### src/rtl/neighbor_link_cfg_if.sv
// Signal bundle between the decoder grid (master) and one neighbour link (slave):
// stage/config inputs, growth/peel status, and the side A <-> side B cluster exchange.
interface neighbor_link_cfg_if #(
  parameter int ADDRESS_WIDTH = 9,
  parameter int WEIGHT_WIDTH  = 4,
  parameter int STAGE_WIDTH   = 3
);
  logic [STAGE_WIDTH-1:0]   global_stage;
  logic                     cfg_valid;
  logic [WEIGHT_WIDTH-1:0]  weight_in;
  logic [1:0]               mode_in;
  logic                     a_increase;
  logic                     b_increase;
  logic                     a_peel_in;
  logic                     b_peel_in;
  logic                     fully_grown;
  logic                     is_boundary;
  logic                     newly_grown;
  logic                     is_error;
  logic [ADDRESS_WIDTH-1:0] a_root_in;
  logic [ADDRESS_WIDTH-1:0] b_root_in;
  logic [ADDRESS_WIDTH-1:0] a_root_out;
  logic [ADDRESS_WIDTH-1:0] b_root_out;
  logic a_parent_vector_in,  b_parent_vector_in,  a_parent_vector_out,  b_parent_vector_out;
  logic a_parent_odd_in,     b_parent_odd_in,     a_parent_odd_out,     b_parent_odd_out;
  logic a_child_cluster_parity_in,  b_child_cluster_parity_in;
  logic a_child_cluster_parity_out, b_child_cluster_parity_out;
  logic a_child_touching_boundary_in,  b_child_touching_boundary_in;
  logic a_child_touching_boundary_out, b_child_touching_boundary_out;

  modport master (
    output global_stage, cfg_valid, weight_in, mode_in,
    output a_increase, b_increase, a_peel_in, b_peel_in,
    input  fully_grown, is_boundary, newly_grown, is_error,
    output a_root_in, b_root_in, input a_root_out, b_root_out,
    output a_parent_vector_in, b_parent_vector_in, input a_parent_vector_out, b_parent_vector_out,
    output a_parent_odd_in, b_parent_odd_in, input a_parent_odd_out, b_parent_odd_out,
    output a_child_cluster_parity_in, b_child_cluster_parity_in,
    input  a_child_cluster_parity_out, b_child_cluster_parity_out,
    output a_child_touching_boundary_in, b_child_touching_boundary_in,
    input  a_child_touching_boundary_out, b_child_touching_boundary_out
  );

  modport slave (
    input  global_stage, cfg_valid, weight_in, mode_in,
    input  a_increase, b_increase, a_peel_in, b_peel_in,
    output fully_grown, is_boundary, newly_grown, is_error,
    input  a_root_in, b_root_in, output a_root_out, b_root_out,
    input  a_parent_vector_in, b_parent_vector_in, output a_parent_vector_out, b_parent_vector_out,
    input  a_parent_odd_in, b_parent_odd_in, output a_parent_odd_out, b_parent_odd_out,
    input  a_child_cluster_parity_in, b_child_cluster_parity_in,
    output a_child_cluster_parity_out, b_child_cluster_parity_out,
    input  a_child_touching_boundary_in, b_child_touching_boundary_in,
    output a_child_touching_boundary_out, b_child_touching_boundary_out
  );
endinterface

### src/rtl/neighbor_link_cfg.sv
// Runtime-configurable union-find edge link: per-round weight/mode, saturating growth,
// peeling error flag and A/B exchange. Define NEIGHBOR_LINK_PIPE_EN to register the exchange.
module neighbor_link_cfg #(
  parameter int                ADDRESS_WIDTH  = 9,
  parameter int                WEIGHT_WIDTH   = 4,
  parameter int                STAGE_WIDTH    = 3,
  parameter logic [WEIGHT_WIDTH-1:0] DEFAULT_WEIGHT = 2,
  parameter logic [1:0]        DEFAULT_MODE   = 2'd0,
  parameter logic [STAGE_WIDTH-1:0] STAGE_MEASUREMENT_LOADING = 3'd1,
  parameter logic [STAGE_WIDTH-1:0] STAGE_GROW                = 3'd2,
  parameter logic [STAGE_WIDTH-1:0] STAGE_PEELING             = 3'd4
) (
  input  logic                    clk,
  input  logic                    reset,
  neighbor_link_cfg_if.slave      link,
  output logic [WEIGHT_WIDTH-1:0] dbg_growth_o,
  output logic [WEIGHT_WIDTH-1:0] dbg_weight_o,
  output logic [1:0]              dbg_mode_o
);
  logic [WEIGHT_WIDTH-1:0] weight_q, weight_d;
  logic [1:0]              mode_q, mode_d;
  logic [WEIGHT_WIDTH-1:0] growth_q, growth_d;
  logic                    error_q, error_d;
  logic                    grown_q;
  logic                    newly_q;
  logic [WEIGHT_WIDTH:0]   sum;
  logic [WEIGHT_WIDTH:0]   a_ext, b_ext;
  logic                    fully_grown;
  logic                    loading, growing, peeling;

  assign loading = (link.global_stage == STAGE_MEASUREMENT_LOADING);
  assign growing = (link.global_stage == STAGE_GROW);
  assign peeling = (link.global_stage == STAGE_PEELING);

  assign fully_grown = (mode_q < 2'd2) && (growth_q >= weight_q);
  assign a_ext = {{WEIGHT_WIDTH{1'b0}}, link.a_increase};
  assign b_ext = (mode_q == 2'd0) ? {{WEIGHT_WIDTH{1'b0}}, link.b_increase} : '0;
  assign sum   = {1'b0, growth_q} + a_ext + b_ext;

  always_comb begin
    weight_d = weight_q;
    mode_d   = mode_q;
    growth_d = growth_q;
    error_d  = error_q;
    if (loading) begin
      growth_d = '0;
      error_d  = 1'b0;
      if (link.cfg_valid) begin
        weight_d = link.weight_in;
        mode_d   = link.mode_in;
      end
    end else if (growing) begin
      // Absent edges (mode 2/3) never grow; the wide sum keeps saturation overflow-free.
      if (mode_q >= 2'd2)
        growth_d = '0;
      else if (sum > {1'b0, weight_q})
        growth_d = weight_q;
      else
        growth_d = sum[WEIGHT_WIDTH-1:0];
    end else if (peeling && fully_grown) begin
      error_d = error_q ^ link.a_peel_in ^ link.b_peel_in;
    end
  end

  always_ff @(posedge clk or posedge reset) begin
    if (reset) begin
      weight_q <= DEFAULT_WEIGHT;
      mode_q   <= DEFAULT_MODE;
      growth_q <= '0;
      error_q  <= 1'b0;
      grown_q  <= 1'b0;
      newly_q  <= 1'b0;
    end else begin
      weight_q <= weight_d;
      mode_q   <= mode_d;
      growth_q <= growth_d;
      error_q  <= error_d;
      grown_q  <= fully_grown;
      newly_q  <= fully_grown && !grown_q;
    end
  end

  assign link.fully_grown = fully_grown;
  assign link.is_boundary = (mode_q == 2'd1) && fully_grown;
  assign link.newly_grown = newly_q;
  assign link.is_error    = error_q;

  assign dbg_growth_o = growth_q;
  assign dbg_weight_o = weight_q;
  assign dbg_mode_o   = mode_q;

`ifdef NEIGHBOR_LINK_PIPE_EN
  // Registered exchange for long links; parent_vector gate samples mode_q at capture.
  always_ff @(posedge clk or posedge reset) begin
    if (reset) begin
      link.a_root_out                    <= '0;
      link.b_root_out                    <= '0;
      link.a_parent_vector_out           <= 1'b0;
      link.b_parent_vector_out           <= 1'b0;
      link.a_parent_odd_out              <= 1'b0;
      link.b_parent_odd_out              <= 1'b0;
      link.a_child_cluster_parity_out    <= 1'b0;
      link.b_child_cluster_parity_out    <= 1'b0;
      link.a_child_touching_boundary_out <= 1'b0;
      link.b_child_touching_boundary_out <= 1'b0;
    end else begin
      link.a_root_out                    <= link.b_root_in;
      link.b_root_out                    <= link.a_root_in;
      link.a_parent_vector_out           <= (mode_q == 2'd0) && link.b_parent_vector_in;
      link.b_parent_vector_out           <= (mode_q == 2'd0) && link.a_parent_vector_in;
      link.a_parent_odd_out              <= link.b_parent_odd_in;
      link.b_parent_odd_out              <= link.a_parent_odd_in;
      link.a_child_cluster_parity_out    <= link.b_child_cluster_parity_in;
      link.b_child_cluster_parity_out    <= link.a_child_cluster_parity_in;
      link.a_child_touching_boundary_out <= link.b_child_touching_boundary_in;
      link.b_child_touching_boundary_out <= link.a_child_touching_boundary_in;
    end
  end
`else
  assign link.a_root_out                    = link.b_root_in;
  assign link.b_root_out                    = link.a_root_in;
  assign link.a_parent_vector_out           = (mode_q == 2'd0) && link.b_parent_vector_in;
  assign link.b_parent_vector_out           = (mode_q == 2'd0) && link.a_parent_vector_in;
  assign link.a_parent_odd_out              = link.b_parent_odd_in;
  assign link.b_parent_odd_out              = link.a_parent_odd_in;
  assign link.a_child_cluster_parity_out    = link.b_child_cluster_parity_in;
  assign link.b_child_cluster_parity_out    = link.a_child_cluster_parity_in;
  assign link.a_child_touching_boundary_out = link.b_child_touching_boundary_in;
  assign link.b_child_touching_boundary_out = link.a_child_touching_boundary_in;
`endif

endmodule
### src/flat_wrapper.sv
// flat-port wrapper written by rule: the top's interface ports become plain ports
module neighbor_link_cfg_flat 
#(
  parameter int                ADDRESS_WIDTH  = 9,
  parameter int                WEIGHT_WIDTH   = 4,
  parameter int                STAGE_WIDTH    = 3,
  parameter logic [WEIGHT_WIDTH-1:0] DEFAULT_WEIGHT = 2,
  parameter logic [1:0]        DEFAULT_MODE   = 2'd0,
  parameter logic [STAGE_WIDTH-1:0] STAGE_MEASUREMENT_LOADING = 3'd1,
  parameter logic [STAGE_WIDTH-1:0] STAGE_GROW                = 3'd2,
  parameter logic [STAGE_WIDTH-1:0] STAGE_PEELING             = 3'd4
)
  (clk, reset, dbg_growth_o, dbg_weight_o, dbg_mode_o, link_global_stage, link_cfg_valid, link_weight_in, link_mode_in, link_a_increase, link_b_increase, link_a_peel_in, link_b_peel_in, link_fully_grown, link_is_boundary, link_newly_grown, link_is_error, link_a_root_in, link_b_root_in, link_a_root_out, link_b_root_out, link_a_parent_vector_in, link_b_parent_vector_in, link_a_parent_vector_out, link_b_parent_vector_out, link_a_parent_odd_in, link_b_parent_odd_in, link_a_parent_odd_out, link_b_parent_odd_out, link_a_child_cluster_parity_in, link_b_child_cluster_parity_in, link_a_child_cluster_parity_out, link_b_child_cluster_parity_out, link_a_child_touching_boundary_in, link_b_child_touching_boundary_in, link_a_child_touching_boundary_out, link_b_child_touching_boundary_out);
  neighbor_link_cfg_if #(.ADDRESS_WIDTH(ADDRESS_WIDTH), .WEIGHT_WIDTH(WEIGHT_WIDTH), .STAGE_WIDTH(STAGE_WIDTH)) link_i ();
  input  logic clk;
  input  logic reset;
  output logic [WEIGHT_WIDTH-1:0] dbg_growth_o;
  output logic [WEIGHT_WIDTH-1:0] dbg_weight_o;
  output logic [1:0] dbg_mode_o;
  input wire logic [$bits(link_i.global_stage)-1:0] link_global_stage;
  input wire logic [$bits(link_i.cfg_valid)-1:0] link_cfg_valid;
  input wire logic [$bits(link_i.weight_in)-1:0] link_weight_in;
  input wire logic [$bits(link_i.mode_in)-1:0] link_mode_in;
  input wire logic [$bits(link_i.a_increase)-1:0] link_a_increase;
  input wire logic [$bits(link_i.b_increase)-1:0] link_b_increase;
  input wire logic [$bits(link_i.a_peel_in)-1:0] link_a_peel_in;
  input wire logic [$bits(link_i.b_peel_in)-1:0] link_b_peel_in;
  output wire logic [$bits(link_i.fully_grown)-1:0] link_fully_grown;
  output wire logic [$bits(link_i.is_boundary)-1:0] link_is_boundary;
  output wire logic [$bits(link_i.newly_grown)-1:0] link_newly_grown;
  output wire logic [$bits(link_i.is_error)-1:0] link_is_error;
  input wire logic [$bits(link_i.a_root_in)-1:0] link_a_root_in;
  input wire logic [$bits(link_i.b_root_in)-1:0] link_b_root_in;
  output wire logic [$bits(link_i.a_root_out)-1:0] link_a_root_out;
  output wire logic [$bits(link_i.b_root_out)-1:0] link_b_root_out;
  input wire logic [$bits(link_i.a_parent_vector_in)-1:0] link_a_parent_vector_in;
  input wire logic [$bits(link_i.b_parent_vector_in)-1:0] link_b_parent_vector_in;
  output wire logic [$bits(link_i.a_parent_vector_out)-1:0] link_a_parent_vector_out;
  output wire logic [$bits(link_i.b_parent_vector_out)-1:0] link_b_parent_vector_out;
  input wire logic [$bits(link_i.a_parent_odd_in)-1:0] link_a_parent_odd_in;
  input wire logic [$bits(link_i.b_parent_odd_in)-1:0] link_b_parent_odd_in;
  output wire logic [$bits(link_i.a_parent_odd_out)-1:0] link_a_parent_odd_out;
  output wire logic [$bits(link_i.b_parent_odd_out)-1:0] link_b_parent_odd_out;
  input wire logic [$bits(link_i.a_child_cluster_parity_in)-1:0] link_a_child_cluster_parity_in;
  input wire logic [$bits(link_i.b_child_cluster_parity_in)-1:0] link_b_child_cluster_parity_in;
  output wire logic [$bits(link_i.a_child_cluster_parity_out)-1:0] link_a_child_cluster_parity_out;
  output wire logic [$bits(link_i.b_child_cluster_parity_out)-1:0] link_b_child_cluster_parity_out;
  input wire logic [$bits(link_i.a_child_touching_boundary_in)-1:0] link_a_child_touching_boundary_in;
  input wire logic [$bits(link_i.b_child_touching_boundary_in)-1:0] link_b_child_touching_boundary_in;
  output wire logic [$bits(link_i.a_child_touching_boundary_out)-1:0] link_a_child_touching_boundary_out;
  output wire logic [$bits(link_i.b_child_touching_boundary_out)-1:0] link_b_child_touching_boundary_out;
  assign link_i.global_stage = link_global_stage;
  assign link_i.cfg_valid = link_cfg_valid;
  assign link_i.weight_in = link_weight_in;
  assign link_i.mode_in = link_mode_in;
  assign link_i.a_increase = link_a_increase;
  assign link_i.b_increase = link_b_increase;
  assign link_i.a_peel_in = link_a_peel_in;
  assign link_i.b_peel_in = link_b_peel_in;
  assign link_fully_grown = link_i.fully_grown;
  assign link_is_boundary = link_i.is_boundary;
  assign link_newly_grown = link_i.newly_grown;
  assign link_is_error = link_i.is_error;
  assign link_i.a_root_in = link_a_root_in;
  assign link_i.b_root_in = link_b_root_in;
  assign link_a_root_out = link_i.a_root_out;
  assign link_b_root_out = link_i.b_root_out;
  assign link_i.a_parent_vector_in = link_a_parent_vector_in;
  assign link_i.b_parent_vector_in = link_b_parent_vector_in;
  assign link_a_parent_vector_out = link_i.a_parent_vector_out;
  assign link_b_parent_vector_out = link_i.b_parent_vector_out;
  assign link_i.a_parent_odd_in = link_a_parent_odd_in;
  assign link_i.b_parent_odd_in = link_b_parent_odd_in;
  assign link_a_parent_odd_out = link_i.a_parent_odd_out;
  assign link_b_parent_odd_out = link_i.b_parent_odd_out;
  assign link_i.a_child_cluster_parity_in = link_a_child_cluster_parity_in;
  assign link_i.b_child_cluster_parity_in = link_b_child_cluster_parity_in;
  assign link_a_child_cluster_parity_out = link_i.a_child_cluster_parity_out;
  assign link_b_child_cluster_parity_out = link_i.b_child_cluster_parity_out;
  assign link_i.a_child_touching_boundary_in = link_a_child_touching_boundary_in;
  assign link_i.b_child_touching_boundary_in = link_b_child_touching_boundary_in;
  assign link_a_child_touching_boundary_out = link_i.a_child_touching_boundary_out;
  assign link_b_child_touching_boundary_out = link_i.b_child_touching_boundary_out;
  neighbor_link_cfg #(.ADDRESS_WIDTH(ADDRESS_WIDTH), .WEIGHT_WIDTH(WEIGHT_WIDTH), .STAGE_WIDTH(STAGE_WIDTH), .DEFAULT_WEIGHT(DEFAULT_WEIGHT), .DEFAULT_MODE(DEFAULT_MODE), .STAGE_MEASUREMENT_LOADING(STAGE_MEASUREMENT_LOADING), .STAGE_GROW(STAGE_GROW), .STAGE_PEELING(STAGE_PEELING)) u_core (.clk(clk), .reset(reset), .link(link_i), .dbg_growth_o(dbg_growth_o), .dbg_weight_o(dbg_weight_o), .dbg_mode_o(dbg_mode_o));
endmodule
### config.mk
export PLATFORM = sky130hd
export DESIGN_NAME = neighbor_link_cfg_flat
export DESIGN_NICKNAME = d
export VERILOG_FILES = /design/src/rtl/neighbor_link_cfg_if.sv /design/src/rtl/neighbor_link_cfg.sv /design/src/flat_wrapper.sv
export SDC_FILE = /design/constraint.sdc
export NUM_CORES = 1
export LEC_CHECK = 0
export CORE_ASPECT_RATIO = 1.25
export CORE_UTILIZATION = 37
export CTS_CLUSTER_SIZE = 20
export DETAILED_ROUTE_END_ITERATION = 10
export GPL_TIMING_DRIVEN = 0
export PLACE_DENSITY = 0.86
export SLEW_MARGIN = 20
export SYNTH_ARGS = -nofsm -noshare
export SYNTH_HDL_FRONTEND = slang
export SYNTH_SLANG_ARGS = --single-unit
### constraint.sdc
create_clock -name clk -period 7.6 [get_ports clk]
set_input_delay 0.76 -clock clk [delete_from_list [all_inputs] [get_ports clk]]
set_output_delay 0.76 -clock clk [all_outputs]
set_load 0.01 [all_outputs]
After elaboration in Yosys (flattened, before gate mapping)
Index checks and enable logic that the tools add are counted.
Storage, ports and cells
  word-level logic and storage cells: 39
  output and inout bits: 40
  register bits after elaboration: 13
Operators by class
  mux-type cells: 8
  reduce and logical (&&, ||, !) cells: 12
  equality and inequality tests: 5
  $lt $le $gt $ge: 4
  bitwise operators: 2
  add/subtract/negate cells: 2
Operators by type and width (count)
  2-to-1 mux 4 bit: 4
  logical AND 1 bit: 6
  adder 4 x 1 -> 5 bit: 1
  adder 5 bit: 1
  > comparator 5 x 4 -> 1 bit: 1
  greater-or-equal comparator 4 bit: 1
  2-to-1 mux 1 bit: 4
  AND reduction 2 bit: 2
  nonzero test 2 bit: 2
  equality test 3 x 1 -> 1 bit, second input constant: 1
  equality test 3 x 2 -> 1 bit, second input constant: 1
  equality test 3 bit, second input constant: 1
  equality test 2 x 1 -> 1 bit, second input constant: 1
  greater-or-equal comparator 2 bit, second input constant: 1
  zero test 2 bit: 1
  less-than comparator 2 bit, second input constant: 1
  != test 2 x 1 -> 1 bit, second input constant: 1
  bitwise XOR 1 bit: 2
  zero test 1 bit: 1

Longest topological paths before layout
Gate-level depths: netlist of run 1.
  depth after elaboration: 8
  mapped depth: 11
  depth with buffers taken out: 11

Least setup slack after synthesis of run 1
Ideal clock, no wire load.
  path type: input-to-reg
  start: in link_b_increase
  end: reg u_core.growth_q[3], in the netlist u_core.dbg_growth_o[3]
  stages on the path: 9
  library setup time: 0.122 ns
  arrival time: 2.893 ns
  required time: 7.478 ns
  buffers on the path: 0
  path slack: 4.585 ns
  cells stage by stage: and2_1 -> fa_1 -> ha_1 -> ha_1 -> nor2b_4 -> o41ai_2 -> a21oi_1 -> or3_1 -> a32o_1
Between the ends
  cells in the longest elaborated chain, start to end: 7
RTL lines
  start: declaration: RTL line flat_wrapper.sv:25  | input wire logic [$bits(link_i.b_increase)-1:0] link_b_increase;
  2-to-1 mux 1 bit *: RTL line neighbor_link_cfg.sv:37  | assign b_ext = (mode_q == 2'd0) ? {{WEIGHT_WIDTH{1'b0}}, link.b_increase} : '0;
  adder 5 bit *: RTL line neighbor_link_cfg.sv:38  | assign sum = {1'b0, growth_q} + a_ext + b_ext;
  > comparator 5 x 4 -> 1 bit: RTL line neighbor_link_cfg.sv:56  | else if (sum > {1'b0, weight_q})
  2-to-1 mux 4 bit *: RTL line neighbor_link_cfg.sv:56
  2-to-1 mux 4 bit *: RTL line neighbor_link_cfg.sv:54  | if (mode_q >= 2'd2)
  2-to-1 mux 4 bit *: RTL line neighbor_link_cfg.sv:52  | end else if (growing) begin
  2-to-1 mux 4 bit *: RTL line neighbor_link_cfg.sv:45  | if (loading) begin
  end signal: assignment: RTL line neighbor_link_cfg.sv:76  | growth_q <= growth_d;
  end: declaration: RTL line neighbor_link_cfg.sv:22  | logic [WEIGHT_WIDTH-1:0] growth_q, growth_d;
Every way passes the cells marked *; elsewhere a longest branch is shown, timed or not. The select of a mux whose other input is x is not followed.
A chain may end at the register's enable or synchronous reset.

Worst setup path after layout of run 1
Ends and elaborated chain as after synthesis.

==> flow_summary.toml, run 1 <==
[routing]
via_per_inst = 5.042
dr_total_vias = 1089
drc_errors = 0
drt_iter0_drc = 84
dr.pass1.iters = 4
wl_per_cell_um = 12.63
antenna_left = 0
wl_um = 2729

[sta]
slew_headroom = 0.6017
drv_slew = 0
worstMarginPinSlew_ns = 0.5942
max_freq_ghz = 0.3020
hold_slack_ns = 0.4034
fin_crit_sh = 0.4357
rsz0062_at_grt = "false"
setup_viol = 0
finalHoldViolCount = 0
skew_ns = 0.005090
min_period_ns = 3.311
fin_tns_setup_ns = 0

[die]
die_h_um = 63.61
core_um2 = 2918
die_area_um2 = 3263
initial_utilization = 0.3851
die_w_um = 51.29
boundaryPins = 82
rows = 22

[finish]
fill_cells = 253
fin_area_um2 = 1767
num-nets-final = 233
drive_above_1_share = 0.2111
utilization = 0.6055
area_delta_synth_final_pct = 57.24
diodes = 0

[yosys]
syn_avg_cell_area_um2 = 9.442
synth_flop_cell = "dfrtp_1"
netlist_top_cells_area = "dfrtp_1 27%, buf_4 16%, ha_1 10%"
synth_edf_count = 0
synth_top_area_share = 0.2673
async_flop_share = 1.000
synth.ff_latch_count = 13
ys_warn_count = 0
yosysSeqAreaShare = 0.2906
synth_area_leader_cell = "dfrtp_1"
syn-num-nets = 171
netlist_area_um2 = 1124
synth_cells = 119
yosysUniqueCellTypes = 34

[power]
power_density_nw_per_um2 = 233.4
total_power_w = 0.0004123
power_leakage_nw = 0.7942
ir_worst_vdd_mv = 0.1371

[clock_network]
clkSinkCount = 13
post_cts_resized = 0
hold_buffers = 0
post_cts_buffers = 0
cts-root-buf = "clkbuf_4"
ctsHtreeMaxLevel = 1
insertion_delay_ns = 0.29
clk_pin_slew_ns = 0.08
clock_path_buffers = 2
cts_made_buffers = 3
cts_tree = "built"

[placed_design]
gp_congestion = 0.8362
dp_hpwl_um = 2318
post_dp_cell_area_um2 = 1739
port_buffers = 57

[critical_path]
timing.rr.end = "u_core.dbg_growth_o[3]$_DFFE_PP0P_"
path_class = "in2reg"
cp.arrival_ns = 3.49
ff2ff_path_depth = 11
critPathLaunchType = "input port"
crit_path_max_fanout = 4
rr_startpoint = "u_core.dbg_mode_o[1]$_DFFE_PP0P_"
critPathCaptureType = "flop"
regToRegSetupSlack_ns = 4.56
cp.required_ns = 7.78

[global_route]
grt-ovfl-total = 0
track_usage = 0.1762
grt_max_degree = 14
antenna_found_initial = 0
grt_pass1_wl_um = 4416
grt_pass1_vias = 1092

[run]
drv_cap = 0

[worst_hold_path]
hold_depth = 1
holdCritPathClass = "reg2reg"
worstHoldEndpoint = "u_core.link.newly_grown$_DFF_PP0_"
min_from = "u_core.grown_q$_DFF_PP0_"

[outcome]
status = "complete, no violations"
-- layout by cell type (no fill, tap or decap), types with 2 or more instances in the layout --
| cell | instances |
|---|---|
| inv_1 | 8 |
| o21ai_0 | 6 |
| nand4_1 | 3 |
| clkdlybuf4s50_1 | 57 |
| a22oi_1 | 2 |
| dfrtp_1 | 12 |
| ha_1 | 9 |
| xnor2_1 | 2 |
| a21oi_1 | 2 |
| nor2_1 | 5 |
| mux2_2 | 3 |
| or3_1 | 2 |
| nand2_1 | 9 |
| nand2b_1 | 2 |
| a22o_1 | 2 |
| and2_1 | 4 |
| nand3_1 | 2 |
| o211ai_1 | 5 |
| xor2_1 | 2 |
| clkbuf_4 | 3 |
| buf_4 | 24 |
-- worst max path at each step --
stage,from,endpoint,cells past startpoint
detailed placement,link_b_increase,u_core.dbg_growth_o[3]$_DFFE_PP0P_,10
CTS,link_b_increase,u_core.dbg_growth_o[3]$_DFFE_PP0P_,11
finish,link_b_increase,u_core.dbg_growth_o[3]$_DFFE_PP0P_,11
global placement,link_b_increase,u_core.dbg_growth_o[3]$_DFFE_PP0P_,10
floorplan,link_b_increase,u_core.dbg_growth_o[3]$_DFFE_PP0P_,9
global route,u_core.dbg_growth_o[0]$_DFFE_PP0P_,link_is_boundary,8
-- through the flow --
step / setup slack [ns] / cells
floorplan: 4.585 / 119
global placement: 4.085 / 212
detailed placement: 4.003 / 212
CTS: 4.296 / 216
global route: 4.180 / 216
finish: 4.289 / 216
-- registers in the layout, summed over array words and instances, names as in the netlist --
name,flops
u_core.dbg_growth_o,4
u_core.dbg_weight_o,4
u_core.dbg_mode_o,2
u_core.grown_q,1
u_core.link.is_error,1
u_core.link.newly_grown,1
-- Yosys cell counts (all sizes together) (2+ instances only) --
cell / instances
buf: 25
dfrtp: 12
ha: 9
nand2: 9
inv: 8
o21ai: 6
nor2: 5
o211ai: 5
and2: 4
nand4: 4
mux2: 3
a21oi: 2
a22o: 2
a22oi: 2
nand2b: 2
nand3: 2
nor2b: 2
nor4b: 2
or3: 2
xnor2: 2
xor2: 2
-- final cells by class --
cell class / instances / area [um^2] / share of cell area
Buffer: 25 / 191.4 / 0.1084
Clock buffer: 3 / 22.52 / 0.01275
Clock inverter: 1 / 5.005 / 0.002833
Inverter: 8 / 30.03 / 0.01700
Multi-Input combinational cell: 73 / 575.6 / 0.3258
Sequential cell: 13 / 326.6 / 0.1848
Tap cell: 36 / 45.04 / 0.02550
Timing Repair Buffer: 57 / 570.5 / 0.3229
-- critical path, cell delays in order --
cell and delay, ns:
clkdlybuf4s50_1 0.40, and2_1 0.15, fa_1 0.39, ha_1 0.22
xor2_1 0.17, ha_1 0.34, nand4_2 0.18, o41ai_2 0.09
a21oi_1 0.12, or3_1 0.40, a32o_1 0.27
-- metal layers --
layer  up-vias  track usage  share of wire
li1        518            -              -
met2        70       0.3207           0.53
met3         9      0.02174          0.071
met1       492       0.1832           0.37
met4         0       0.1115          0.031
met5         -            0              0
-- power breakdown --
part           leakage (nW)  switching (W)  total (W)  internal (W)
Sequential            0.165      0.0000240   0.000115     0.0000913
Clock                0.0177      0.0000262  0.0000458     0.0000196
Combinational         0.612       0.000113   0.000251      0.000138
Total                 0.794       0.000164   0.000412      0.000249
-- cells by family after synthesis --
logic type	Yosys count	synth area share
xor gates and xnor gates	4	0.03119
buffers and inverters	33	0.1971
muxes	3	0.03006
AOI/OAI and AO/OA	22	0.1437
adders and majority gates	10	0.1180
and+or+nand+nor	34	0.1893
DFF	13	0.2907
(Power assumes the default switching activity.)
==> inputs of run 2 (changes only) <==
CORE_UTILIZATION = 31   (was 37)
PLACE_DENSITY = 0.77   (was 0.86)
clock period = 2.7 ns   (was 7.6 ns; I/O delays follow)
==> run 2 against run 1 <==
The flow now finishes with violations (design-rule violations). Worst setup slack lost 4.2 ns. Via count shrank 1.7%. Routed wire length shrank 5.7%. Cell count grew 2.8%. Die area grew 19%. Sequential share of layout area shrank 1.3 points. Combinational power grew to 3.4 times the previous value. Critical path type is now reg2reg.
==> flow_summary.toml, run 2 (synthesis gave the netlist of run 1 again) <==
[sta]
max_freq_ghz = 0.3764
fin_tns_setup_ns = 0
setup_viol = 0
fin_crit_sh = 0.9841
skew_ns = 0.0007398
worstMarginPinSlew_ns = 0.5789
layout_setup_ws_ns = 0.04294
hold_slack_ns = 0.3436
slew_headroom = 0.6120
drv_slew = 0
finalHoldViolCount = 0
rsz0062_at_grt = "true"
min_period_ns = 2.657

[finish]
layout_common_cells = "56 x clkdlybuf4s50_1, 27 x buf_4, 11 x dfrtp_1, 9 x nand2_1, 7 x inv_1"
final_cells = 222
drive_above_1_share = 0.2842
diodes = 0
utilization = 0.5463
layout_commonest_cell = "clkdlybuf4s50_1"
num-nets-final = 236
fill_cells = 313
area_delta_synth_final_pct = 69.38

[critical_path]
critPathCaptureType = "flop"
slowest_delay_ns = 0.39
cp.arrival_ns = 2.80
cpLargestDelayFamily = "adder cells"
path_class = "reg2reg"
critPathLaunchType = "flop"
worstPathCellList = "nor2_4, and2_4, fa_2, ha_4, xor2_2, ha_4, nand4_4, o41ai_4, a21oi_2, or3_1, a32o_1"
crit_path_top_delay_cell = "dfrtp_1"
worstSetupPathDepth = 11
timing.critical_path.mode_cell = "ha_4"
crit_path_max_fanout = 4
cp.required_ns = 2.84
ff2ff_path_depth = 11
path_buf_inv = 0

[die]
core_um2 = 3483
die_area_um2 = 3871
rows = 24
die_w_um = 55.85
boundaryPins = 82
die_h_um = 69.31
initial_utilization = 0.3226

[run]
drv_cap = 0

[clock_network]
ctsHtreeMaxLevel = 1
clock_path_buffers = 2
clk_pin_slew_ns = 0.06
cts_tree = "built"
clkSinkCount = 13
insertion_delay_ns = 0.25
cts_made_buffers = 3
cts-root-buf = "clkbuf_8"
hold_buffers = 0

[global_route]
grt_max_degree = 14
grt_pass1_wl_um = 4002
track_usage = 0.1307
grt-ovfl-total = 0
antenna_found_initial = 0
grt_pass1_vias = 985

[power]
ir_worst_vdd_mv = 0.3657
internal_power_w = 0.0008508
netSwitchingFraction = 0.3768
power_density_nw_per_um2 = 717.3
switching_power_w = 0.0005143
seqPwrFrac = 0.239
pwr-share-clk = 0.133
power_leakage_nw = 0.8315
pwr-share-comb = 0.628

[outcome]
violations = "design-rule violations"
status = "complete, but fails checks"

[routing]
via_per_inst = 4.824
wl_um = 2573
drc_errors = 1
dr.pass1.iters = 7
wl_per_cell_um = 11.59
antenna_left = 0
dr_total_vias = 1071
drt_iter0_drc = 16

[worst_hold_path]
holdCritPathClass = "in2async"

[placed_design]
dp_worst_setup_slack_ns = -0.2566
placed_cells = 215
port_buffers = 57
dp_hpwl_um = 2134
gp_congestion = 0.7460
## run 2: cell count changes in the layout (fill, tap and decap cells not counted), moves of 3 or more
cell and delta:
buf_4 +3, clkbuf_8 +3, ha_1 -3, ha_4 +3, clkbuf_4 -3
## run 2: per-stage QoR
stage                power, W  area [um^2]
floorplan           0.0008011         1164
global placement     0.001072         1783
detailed placement   0.001088         1783
CTS                  0.001341         1872
global route         0.001472         1903
finish               0.001365         1903
## run 2: layout make-up
| type | count | area (um^2) | share of cell area |
|---|---|---|---|
| multi-input cells | 73 | 663.1 | 0.3485 |
| repair buffers | 60 | 595.6 | 0.3130 |
| flip-flops and latches | 13 | 327.8 | 0.1723 |
| plain buffers | 25 | 191.4 | 0.1006 |
| well taps | 39 | 48.80 | 0.02564 |
| clock buffers | 3 | 41.29 | 0.02170 |
| inverters | 8 | 30.03 | 0.01578 |
| clock inverters | 1 | 5.005 | 0.002630 |
## run 2: final timing paths
path                                                   from                            endpoint  slack (ns)
hold reg to reg                    u_core.grown_q$_DFF_PP0_   u_core.link.newly_grown$_DFF_PP0_        0.40
min in group clk                   u_core.grown_q$_DFF_PP0_   u_core.link.newly_grown$_DFF_PP0_        0.40
setup reg to reg           u_core.dbg_mode_o[0]$_DFFE_PP0P_  u_core.dbg_growth_o[3]$_DFFE_PP0P_        0.04
hold / removal                                        reset    u_core.dbg_mode_o[0]$_DFFE_PP0P_        0.34
max in group asynchronous                             reset    u_core.dbg_mode_o[1]$_DFFE_PP0P_        1.99
setup / recovery           u_core.dbg_mode_o[0]$_DFFE_PP0P_  u_core.dbg_growth_o[3]$_DFFE_PP0P_        0.04
## run 2: power groups by stage
stage	sequential, W	clock (W)	combinational (W)
global route	0.000334	0.000198	0.000940
CTS	0.000323	0.000187	0.000831
global placement	0.000329	0	0.000743
floorplan	0.000343	0	0.000459
detailed placement	0.000331	0	0.000757
finish	0.000326	0.000182	0.000858
## run 2: per-layer routing
layer / vias to the layer above / track usage / part of all wire
met1: 485 / 0.1425 / 0.40
met4: 0 / 0.06504 / 0.018
li1: 528 / - / -
met3: 3 / 0.03358 / 0.070
met5: - / 0 / 0
met2: 55 / 0.2316 / 0.51
## run 2: timing repair
action | 4_1_cts | 5_1_grt
pin swaps | 3 | 3
setup endpoints to repair | 2 | 2
buffers inserted | 3 | 0
gates resized for setup | 6 | 6
==> inputs of run 3 (changes only) <==
CORE_ASPECT_RATIO = unset   (was 1.25)
==> run 3 against run 2 <==
The flow finishes with violations (negative setup slack). Cell count up 4.1%. Core utilization up 1.5 points. Non-clock buffer count up 2. Worst setup slack worse by 0.073 ns. Critical path depth down 1. Via count up 1.0%. Design area up 0.72%. Register-to-register slack worse by 0.07 ns. Hold slack worse by 0.027 ns. First-iteration DRC count rose to 2.7 times the previous value. Maximum frequency down 2.7%. Total power down 0.23%.
==> flow_summary.toml, run 3 (synthesis gave the netlist of run 1 again) <==
[die]
die_w_um = 62.21
core_um2 = 3416
boundaryPins = 82
initial_utilization = 0.3289
die_area_um2 = 3869
die_h_um = 62.21
rows = 21

[sta]
slew_headroom = 0.6266
setup_viol = 1
worstMarginPinSlew_ns = 0.5571
fin_crit_sh = 1.011
drv_slew = 0
hold_slack_ns = 0.3163
max_freq_ghz = 0.3663
rsz0062_at_grt = "true"
layout_setup_ws_ns = -0.03022
min_period_ns = 2.730
finalHoldViolCount = 0
skew_ns = 0.003919

[critical_path]
ff2ff_path_depth = 10
timing.critical_path.mode_cell = "ha_4"
cp.required_ns = 2.87
crit_path_max_fanout = 3
crit_path_top_delay_cell = "dfrtp_1"
slowest_delay_ns = 0.43
path_buf_inv = 0
rr_startpoint = "u_core.dbg_mode_o[0]$_DFFE_PP0P_"
cp.arrival_ns = 2.90
path_class = "reg2reg"
critPathCaptureType = "flop"
cpLargestDelayFamily = "adder cells"
critPathLaunchType = "flop"
regToRegSetupSlack_ns = -0.03
timing.rr.end = "u_core.dbg_growth_o[3]$_DFFE_PP0P_"
worstPathCellList = "nor2_4, and2_4, fa_2, ha_4, xor2_4, ha_4, o41ai_4, a21oi_2, or3_1, a32o_1"

[outcome]
status = "complete, but fails checks"
violations = "negative setup slack"

[placed_design]
port_buffers = 57
gp_congestion = 0.7781
dp_hpwl_um = 2488

[power]
power_density_nw_per_um2 = 710.5
power_leakage_nw = 0.8388
ir_worst_vdd_mv = 0.2674

[run]
drv_cap = 0

[clock_network]
hold_buffers = 0
clock_path_buffers = 2
cts-root-buf = "clkbuf_4"
clk_pin_slew_ns = 0.08
cts_tree = "built"
ctsHtreeMaxLevel = 1
cts_made_buffers = 3
clkSinkCount = 13
insertion_delay_ns = 0.28

[routing]
dr.pass1.iters = 4
drc_errors = 0
antenna_left = 0
wl_um = 3014
dr_total_vias = 1082
drt_iter0_drc = 43
via_per_inst = 4.684
wl_per_cell_um = 13.05

[finish]
utilization = 0.5612
area_delta_synth_final_pct = 70.60
layout_common_cells = "55 x clkdlybuf4s50_1, 29 x buf_4, 11 x dfrtp_1, 9 x nand2_1, 8 x inv_1"
drive_above_1_share = 0.2811
fill_cells = 286
layout_commonest_cell = "clkdlybuf4s50_1"
num-nets-final = 238
diodes = 0

[global_route]
grt-ovfl-total = 0
grt_max_degree = 14
grt_pass1_vias = 1100
grt_pass1_wl_um = 4850
track_usage = 0.1604
antenna_found_initial = 0

[worst_hold_path]
holdCritPathClass = "in2async"
==> run 3: cell count changes in the layout (fill, tap and decap cells not counted) <==
cell,change
dlygate4sd2_1,+1
xor2_2,-1
inv_2,-1
buf_4,+2
clkinv_2,-1
clkbuf_1,+1
clkbuf_8,-3
xor2_4,+1
clkdlybuf4s50_1,-1
clkbuf_4,+3
inv_1,+1
==> run 3: timing repair <==
item	4_1_cts	5_1_grt
endpoints found under the setup margin	3	3
gates resized for setup	9	4
setup buffers	3	2
pin swaps	4	3
==> run 3: cell type report <==
type	instances	area, um^2	area share
Timing Repair Buffer	62	609.3	0.3179
Buffer	25	191.4	0.09987
Multi-Input combinational cell	73	674.4	0.3518
Inverter	8	30.03	0.01567
Tap cell	46	57.56	0.03003
Clock buffer	4	26.28	0.01371
Sequential cell	13	327.8	0.1710
==> run 3: routing by layer <==
metal,up-vias,global-route usage,part of all wire
met5,-,0,0
met4,0,0.07558,0.030
met3,9,0.04412,0.059
met2,50,0.2912,0.53
met1,495,0.1703,0.38
li1,528,-,-
==> run 3: worst max path at each step <==
stage | start | endpoint | slack [ns] | depth (start not counted)
floorplan | u_core.dbg_mode_o[1]$_DFFE_PP0P_ | u_core.dbg_growth_o[3]$_DFFE_PP0P_ | 0.04 | 11
global placement | link_b_increase | u_core.dbg_growth_o[3]$_DFFE_PP0P_ | -0.27 | 10
detailed placement | link_b_increase | u_core.dbg_growth_o[3]$_DFFE_PP0P_ | -0.30 | 11
CTS | u_core.dbg_mode_o[0]$_DFFE_PP0P_ | u_core.dbg_growth_o[3]$_DFFE_PP0P_ | -0.05 | 10
global route | u_core.dbg_mode_o[0]$_DFFE_PP0P_ | u_core.dbg_growth_o[3]$_DFFE_PP0P_ | -0.11 | 11
finish | u_core.dbg_mode_o[0]$_DFFE_PP0P_ | u_core.dbg_growth_o[3]$_DFFE_PP0P_ | -0.03 | 10
==> run 3: through the flow <==
step	TNS, ns	setup WS (ns)	cells	cell area (um^2)	total power (W)
detailed placement	-0.3522	-0.2980	222	1792	0.001110
global placement	-0.2663	-0.2663	222	1792	0.001076
floorplan	0	0.04280	119	1164	0.0008011
CTS	-0.05490	-0.05490	229	1883	0.001340
global route	-0.1057	-0.1057	231	1917	0.001455
finish	-0.03022	-0.03022	231	1917	0.001362
==> run 3: report_power, final <==
| group | internal [W] | switching, W |
|---|---|---|
| clock | 0.0000574 | 0.0000622 |
| combinational | 0.000516 | 0.000397 |
| sequential | 0.000258 | 0.0000718 |
